--- config.mk ---
export PLATFORM = sky130hd
export DESIGN_NAME = uart_tx_arb
export DESIGN_NICKNAME = d
export VERILOG_FILES = /design/src/rtl/uart_tx_arb.sv
export SDC_FILE = /design/constraint.sdc
export NUM_CORES = 1
export LEC_CHECK = 0
export CAP_MARGIN = 10
export CORE_ASPECT_RATIO = 1.5
export CORE_MARGIN = 5
export CORE_UTILIZATION = 44
export CTS_CLUSTER_SIZE = 25
export DETAILED_ROUTE_END_ITERATION = 12
export GPL_TIMING_DRIVEN = 0
export PLACE_DENSITY = 0.75
export REMOVE_ABC_BUFFERS = 1
export SLEW_MARGIN = 30
export SYNTH_ARGS = -nofsm -noshare
export SYNTH_HDL_FRONTEND = slang
export SYNTH_SLANG_ARGS = --single-unit
--- constraint.sdc ---
create_clock -name clk_i -period 2.35 [get_ports clk_i]
set_input_delay 0.3525 -clock clk_i [delete_from_list [all_inputs] [get_ports clk_i]]
set_output_delay 0.3525 -clock clk_i [all_outputs]
set_load 0.1 [all_outputs]
--- src/rtl/uart_tx_arb.sv ---
// uart_tx_arb: round-robin arbiter that lets several requesters share one UART
// transmitter. Only one frame is in flight at a time. The owning requester is
// released on the transmitter's done pulse, or after a bounded wait if the
// pulse never arrives.
module uart_tx_arb #(
    parameter int num_req_p        = 4,
    parameter int data_bits_p      = 8,
    parameter int timeout_cycles_p = 200000,
    localparam int grant_w_lp      = (num_req_p > 1) ? $clog2(num_req_p) : 1
) (
    input  logic                             clk_i,
    input  logic                             reset_n_i,
    input  logic [num_req_p-1:0]             req_v_i,
    input  logic [num_req_p*data_bits_p-1:0] req_data_i,
    output logic [num_req_p-1:0]             req_ready_o,
    output logic                             tx_v_o,
    output logic [data_bits_p-1:0]           tx_data_o,
    input  logic                             tx_done_i,
    output logic                             busy_o,
    output logic [grant_w_lp-1:0]            grant_id_o,
    output logic                             timeout_o
);

    localparam int cnt_w_lp = $clog2(timeout_cycles_p + 1);
    localparam logic [cnt_w_lp-1:0]   cnt_limit_lp = cnt_w_lp'(timeout_cycles_p - 1);
    localparam logic [grant_w_lp-1:0] last_idx_lp  = grant_w_lp'(num_req_p - 1);

    typedef enum logic [1:0] {
        IDLE      = 2'd0,
        ISSUE     = 2'd1,
        WAIT_DONE = 2'd2
    } state_e;

    state_e                  state_r;
    state_e                  state_n;
    logic [grant_w_lp-1:0]   ptr_r;
    logic [cnt_w_lp-1:0]     cnt_r;
    logic [data_bits_p-1:0]  req_arr [num_req_p];
    logic                    win_found;
    logic [grant_w_lp-1:0]   win_idx;
    logic [grant_w_lp-1:0]   cand;
    logic [grant_w_lp-1:0]   next_ptr;
    logic                    accept;
    logic                    done_evt;
    logic                    timeout_evt;

    // Unpack the flat character bus so the winner can be selected by index.
    for (genvar g = 0; g < num_req_p; g++) begin : g_unpack
        assign req_arr[g] = req_data_i[g*data_bits_p +: data_bits_p];
    end

    // After a frame ends, priority starts at the requester just past the owner.
    assign next_ptr = (grant_id_o == last_idx_lp) ? '0 : grant_id_o + grant_w_lp'(1);

    // Scan requesters upward from the priority pointer, wrapping, and take the first valid one.
    always_comb begin
        win_found = 1'b0;
        win_idx   = '0;
        cand      = ptr_r;
        for (int k = 0; k < num_req_p; k++) begin
            if (!win_found && req_v_i[cand]) begin
                win_found = 1'b1;
                win_idx   = cand;
            end
            cand = (cand == last_idx_lp) ? '0 : cand + grant_w_lp'(1);
        end
    end

    // State register; reset abandons any frame in flight.
    always_ff @(posedge clk_i or negedge reset_n_i) begin
        if (!reset_n_i) begin
            state_r <= IDLE;
        end else begin
            state_r <= state_n;
        end
    end

    // Next-state and decoded outputs; done outranks timeout in the same cycle.
    always_comb begin
        state_n     = state_r;
        req_ready_o = '0;
        tx_v_o      = 1'b0;
        busy_o      = 1'b1;
        accept      = 1'b0;
        done_evt    = 1'b0;
        timeout_evt = 1'b0;
        case (state_r)
            IDLE: begin
                busy_o = 1'b0;
                if (win_found) begin
                    req_ready_o[win_idx] = 1'b1;
                    accept               = 1'b1;
                    state_n              = ISSUE;
                end
            end
            ISSUE: begin
                tx_v_o  = 1'b1;
                state_n = WAIT_DONE;
            end
            WAIT_DONE: begin
                if (tx_done_i) begin
                    done_evt = 1'b1;
                    state_n  = IDLE;
                end else if (cnt_r == cnt_limit_lp) begin
                    timeout_evt = 1'b1;
                    state_n     = IDLE;
                end
            end
            default: begin
                state_n = IDLE;
            end
        endcase
    end

    // Frame registers: capture on accept, count the wait, move priority when a frame ends.
    always_ff @(posedge clk_i or negedge reset_n_i) begin
        if (!reset_n_i) begin
            ptr_r      <= '0;
            cnt_r      <= '0;
            tx_data_o  <= '0;
            grant_id_o <= '0;
            timeout_o  <= 1'b0;
        end else begin
            timeout_o <= timeout_evt;
            if (accept) begin
                tx_data_o  <= req_arr[win_idx];
                grant_id_o <= win_idx;
            end
            if (state_r == ISSUE) begin
                cnt_r <= '0;
            end else if (state_r == WAIT_DONE) begin
                cnt_r <= cnt_r + cnt_w_lp'(1);
            end
            if (done_evt || timeout_evt) begin
                ptr_r <= next_ptr;
            end
        end
    end

endmodule

==> flow_summary.toml, run 1 <==
[floorplan]
io-pin-count = 56
coreArea_um2 = 4810
initial_utilization = 0.453
die-height_um = 96.2
fp-row-count = 31
dieArea_um2 = 6490
die_w_um = 67.5

[run]
maxCapViolCount = 0

[setup_path]
cp-start-kind = "register"
critical_path_required_ns = 2.00
arrival_ns = 2.68
endpoint_kind = "primary output"
slowest_stage = "mux4_2"
worstPathCellList = "ha_4 > nor2_4 > mux4_2 > nand4b_1 > a211oi_2 > nand2_2 > nor2_4 > buf_12"
critPathTopFamily = "simple AND/OR/NAND/NOR gates"
max_stage_delay_ns = 0.55
critPathKind = "reg -> out"
cp_common_cell = "nor2_4"
path_buf_inv = 1
crit_fanout = 5

[layout]
area_growth_pct = 45.6
diodes = 0
register_area_um2 = 828
final_nets = 343
fill_cells = 400
multi_input_area_um2 = 1360
layout-drive-gt1-share = 0.207

[drt]
ant_nets = 0
drc = 0
post_drt_via_cell_ratio = 5.54
routed_wl_mm = 6.01
detail_route.wl_per_cell_um = 16.5
firstDrtPassIters = 4
dr.first_iter.drc_count = 89
vias = 2023

[hold_path]
min_path_type = "in -> async"

[power]
total_power_w = 0.00516
leakagePower_nw = 1.35
peakVddDrop_uv = 1570
p_per_area_nw_per_um2 = 1630

[timing]
finalSetupViolCount = 14
hold_viol = 0
setup_slack_ns = -0.679
timing.final.crit_period_ns = 3.03
hold_ws_ns = 0.488
fin_skew_ns = 0.0103
finalCritPeriodShare = 1.29
fmax_mhz = 330
rsz0062_at_grt = "true"
worst_pin_slew_ns = 1.01
relSlewSlack = 0.322
slew_viol_final = 0

[yosys]
syn_inst = 230
ys_seq_area_frac = 0.379
yosysWarnings = 0
async_reset_ff_frac = 1.00
synth_edf_count = 0
synth_flop_cell = "dfrtp_1"
ys_ff_latch = 33
syn_avg_cell_area_um2 = 9.47
synth_cell_types = 47
syn_area_um2 = 2180

[clocking]
htreeDepth = 2
clk_latency_ns = 0.29
cts_buffers = 5
cts_sinks = 33
root_buffer = "clkbuf_8"
path_clk_slew_ns = 0.07
clock_path_buffers = 2
cts_tree = "yes"

[global_routing]
grt_pass1_vias = 2094
grt_max_degree = 23
grt-ovfl-total = 0
antenna_found_initial = 0
grt_pass1_wl_mm = 9.27
grt_usage = 0.186

[status]
outcome = "finished with violations"
failed_checks = "setup timing"

[place]
portBuffers = 55
dp_hpwl_mm = 4.05
gp_congestion = 0.869
-- path summary, 6_finish.rpt --
check | startpoint | endpoint | slack (ns) | cells past startpoint
max in group asynchronous | reset_n_i | ptr_r[1]$_DFFE_PN0P_ | 1.44 | 3
worst max-delay path | ptr_r[0]$_DFFE_PN0P_ | req_ready_o[3] | -0.68 | 8
min in group clk_i | tx_data_o[6]$_DFFE_PN0P_ | tx_data_o[6]$_DFFE_PN0P_ | 0.49 | 2
worst max register to register | ptr_r[0]$_DFFE_PN0P_ | tx_data_o[3]$_DFFE_PN0P_ | -0.15 | 9
worst min register to register | tx_data_o[6]$_DFFE_PN0P_ | tx_data_o[6]$_DFFE_PN0P_ | 0.49 | 2
worst min-delay path | reset_n_i | tx_data_o[5]$_DFFE_PN0P_ | 0.49 | 2
-- cell usage after synthesis, types with 2 or more instances --
cell	instances	area [µm²]
nand3_1	3	15.0
xor2_1	8	70.1
clkbuf_1	2	7.51
o221ai_2	8	120
nand2b_1	4	25.0
or3b_1	3	26.3
ha_1	6	75.1
xnor2_1	3	26.3
buf_6	2	22.5
inv_1	11	41.3
nor2_1	27	101
nand4_1	6	37.5
nor2b_1	2	12.5
nand2_1	26	97.6
a211oi_1	2	15.0
o21a_1	2	15.0
mux2_1	2	22.5
mux2i_1	19	190
nor3_1	3	15.0
o21ai_0	14	70.1
nor3b_1	2	15.0
a21oi_1	6	30.0
and3_1	3	18.8
nor4b_1	3	26.3
buf_2	6	30.0
and3b_1	2	17.5
a22o_1	2	17.5
dfrtp_1	33	826
or3_1	2	12.5
-- power breakdown --
group	leakage [nW]	switching, W	total (W)	internal [W]
clock network	0.0585	0.000218	0.000564	0.000346
logic	0.858	0.00237	0.00373	0.00136
registers	0.432	0.000122	0.000857	0.000735
total	1.35	0.00271	0.00516	0.00244
-- layout make-up --
type / count / share of cell area
Multi-Input combinational cell: 175 / 0.428
Inverter: 11 / 0.0130
Sequential cell: 33 / 0.261
Timing Repair Buffer: 72 / 0.236
Clock buffer: 7 / 0.0272
Tap cell: 66 / 0.0260
Clock inverter: 1 / 0.00947
-- repair_timing --
item                       4_1_cts  5_1_grt
setup endpoints to repair       18       18
pin swaps                        5        8
hold endpoints to repair        11        0
hold buffers                     1        0
buffers inserted                15        2
gates resized for setup         55       20
-- registers in the layout (all words and copies together) (netlist names) --
name / flops
ptr_r: 2
grant_id_o: 2
timeout_o: 1
tx_data_o: 8
cnt_r: 18
state_r: 2
-- logic make-up after synthesis --
kind of cell | after synthesis | synth area share
and+or+nand+nor | 94 | 0.223
buffers and inverters | 22 | 0.0500
adders and majority gates | 6 | 0.0345
xor gates and xnor gates | 11 | 0.0442
DFF | 33 | 0.379
muxes | 23 | 0.113
AOI/OAI and AO/OA | 41 | 0.156
-- stage by stage --
step	instances	TNS [ns]	setup slack (ns)	util	cell area (µm²)
final	365	-3.67	-0.679	0.659	3170
after global routing	365	-4.45	-0.716	0.659	3170
after CTS	365	-2.75	-0.587	0.648	3120
after detailed placement	342	-15.47	-1.98	0.581	2800
after global placement	340	-25.15	-2.78	0.570	2740
after floorplan	219	-16.50	-2.23	-	2110
-- routing by layer --
metal  wire, µm  track usage  vias up
met5          0            0        -
met2       3460        0.345       50
met4        211        0.108        0
li1           -            -      958
met1       2170        0.192      997
met3        171       0.0292       18
-- cell usage in the layout, fill, tap and decap left out, types with 3 or more instances in the layout --
cell | Yosys | layout
and3_1 | 3 | 3
xnor2_1 | 3 | 3
mux2i_1 | 19 | 19
a21oi_1 | 6 | 5
nand2b_1 | 4 | 4
ha_1 | 6 | 4
nor2_1 | 27 | 23
clkbuf_8 | 0 | 6
nand2_1 | 26 | 25
clkdlybuf4s50_1 | 0 | 46
buf_12 | 0 | 4
o221ai_2 | 8 | 8
nand4_1 | 6 | 6
buf_6 | 2 | 3
nand3_1 | 3 | 3
xor2_1 | 8 | 8
buf_4 | 1 | 11
inv_1 | 11 | 11
nor4b_1 | 3 | 3
nor2_4 | 0 | 5
o21ai_0 | 14 | 14
dfrtp_1 | 33 | 31
Power figures use the tool's default switching activity.
==> run 2: changes to the inputs <==
- SLEW_MARGIN: 30 -> 40
==> run 2 against run 1 <==
Net effect: the flow still finishes with violations (setup timing); register-to-register slack lost 0.08 ns; hold slack lost 0.0048 ns; design area is 3.0% lower; non-clock buffer count increased by 2; die area unchanged; sequential share of layout area up 0.82 points; clock power shrank 25%; clock skew shrank 0.0054 ns; first-iteration DRC count increased by 11%; power fell by 5.1%; via count decreased by 1.7%; core utilization fell by 2.0 points; critical path type unchanged; largest power group unchanged; highest routed layer unchanged.
==> flow_summary.toml, run 2 (synthesis results as in run 1) <==
[status]
outcome = "finished with violations"
failed_checks = "setup timing"

[hold_path]
min-delay-start = "tx_data_o[2]$_DFFE_PN0P_"
hold_end = "tx_data_o[2]$_DFFE_PN0P_"
min_path_cells = 2
min_path_type = "reg -> reg"

[drt]
dr.first_iter.drc_count = 99
firstDrtPassIters = 4
detail_route.wl_per_cell_um = 15.8
routed_wl_mm = 5.77
ant_nets = 0
drc = 0
post_drt_via_cell_ratio = 5.43
vias = 1988

[floorplan]
die-height_um = 96.2
fp-row-count = 31
coreArea_um2 = 4810
dieArea_um2 = 6490
io-pin-count = 56
die_w_um = 67.5
initial_utilization = 0.453

[place]
gp_congestion = 0.869
dp_hpwl_mm = 4.09
dpl_worst_slack_ns = -1.26
portBuffers = 55

[timing]
hold_ws_ns = 0.483
finalCritPeriodShare = 1.27
slew_viol_final = 0
timing.final.crit_period_ns = 2.98
relSlewSlack = 0.663
fin_skew_ns = 0.00494
rsz0062_at_grt = "true"
hold_viol = 0
finalSetupViolCount = 14
setup_slack_ns = -0.627
fmax_mhz = 336
setup_tns_ns = -3.83
worst_pin_slew_ns = 0.508

[clocking]
htreeDepth = 2
cts_buffers = 5
root_buffer = "clkbuf_8"
cts_tree = "yes"
path_clk_slew_ns = 0.06
clk_latency_ns = 0.28
cts_sinks = 33
clock_path_buffers = 2

[layout]
fill_cells = 416
diodes = 0
area_growth_pct = 41.2
layout_commonest_cell = "clkdlybuf4s50_1"
utilization = 0.639
final_nets = 345
biggestRegsByFlops = "cnt_r x18, tx_data_o x8"
largest_register = "cnt_r"
layout-drive-gt1-share = 0.227
final_cell_mix = "clkdlybuf4s50_1, dfrtp_1, nand2_1"
largest_register_ffs = 18

[global_routing]
grt-ovfl-total = 0
antenna_found_initial = 0
grt_max_degree = 23
grt_pass1_wl_mm = 8.93
grt_pass1_vias = 1970
grt_usage = 0.180

[setup_path]
endpoint_kind = "primary output"
r2r_start = "ptr_r[0]$_DFFE_PN0P_"
r2r-end = "tx_data_o[2]$_DFFE_PN0P_"
r2r_cells = 11
critical_path_required_ns = 2.00
cp-start-kind = "register"
arrival_ns = 2.62
critPathKind = "reg -> out"
crit_fanout = 6
r2r_slack_ns = -0.23

[power]
p_per_area_nw_per_um2 = 1590
total_power_w = 0.00489
leakagePower_nw = 1.37
peakVddDrop_uv = 1520

[run]
maxCapViolCount = 0
run 2: cell type report:
type | instances | area, µm² | area share
Timing Repair Buffer | 74 | 721 | 0.234
Clock buffer | 7 | 86.3 | 0.0281
Inverter | 11 | 41.3 | 0.0134
Multi-Input combinational cell | 175 | 1320 | 0.428
Sequential cell | 33 | 828 | 0.269
Tap cell | 66 | 82.6 | 0.0269
run 2: per-stage QoR:
step                area (µm²)  instances
global route              3080        366
finish                    3080        366
floorplan                 2110        219
CTS                       2950        360
global placement          2740        340
detailed placement        2710        342
run 2: worst max-delay path by stage:
stage                              start        endpoint  slack, ns  cells past startpoint
floorplan           ptr_r[0]$_DFFE_PN0P_  req_ready_o[0]      -2.23                      7
global placement    ptr_r[0]$_DFFE_PN0P_  req_ready_o[2]      -2.78                      8
detailed placement  ptr_r[0]$_DFFE_PN0P_  req_ready_o[3]      -1.26                      8
CTS                 ptr_r[0]$_DFFE_PN0P_  req_ready_o[3]      -0.62                      8
global route        ptr_r[0]$_DFFE_PN0P_  req_ready_o[2]      -0.67                      8
finish              ptr_r[0]$_DFFE_PN0P_  req_ready_o[2]      -0.63                      8
run 2: routing by layer:
layer	up-vias	share of wire	global-route usage
met2	35	0.57	0.331
met4	0	0.035	0.105
met3	13	0.026	0.0234
li1	967	-	-
met1	973	0.37	0.191
met5	-	0	0
run 2: power by group:
part | internal [W] | switching [W]
Sequential | 0.000736 | 0.000108
Combinational | 0.00131 | 0.00231
Clock | 0.000232 | 0.000193
run 2: critical path, stage by stage (launching register included):
cell and delay (ns):
dfrtp_2 0.43, ha_4 0.19, nor2_4 0.14, mux4_2 0.52, nand4b_1 0.24, a211oi_2 0.28, nand2_2 0.17, nor2_4 0.17
buf_12 0.18
run 2: repair_timing:
item | 4_1_cts | 5_1_grt
cloned | 0 | 1
hold buffers | 1 | 0
setup buffers | 11 | 5
endpoints found under the hold margin | 11 | 0
pin swaps | 4 | 6
gates resized for setup | 19 | 19
setup endpoints to repair | 16 | 16
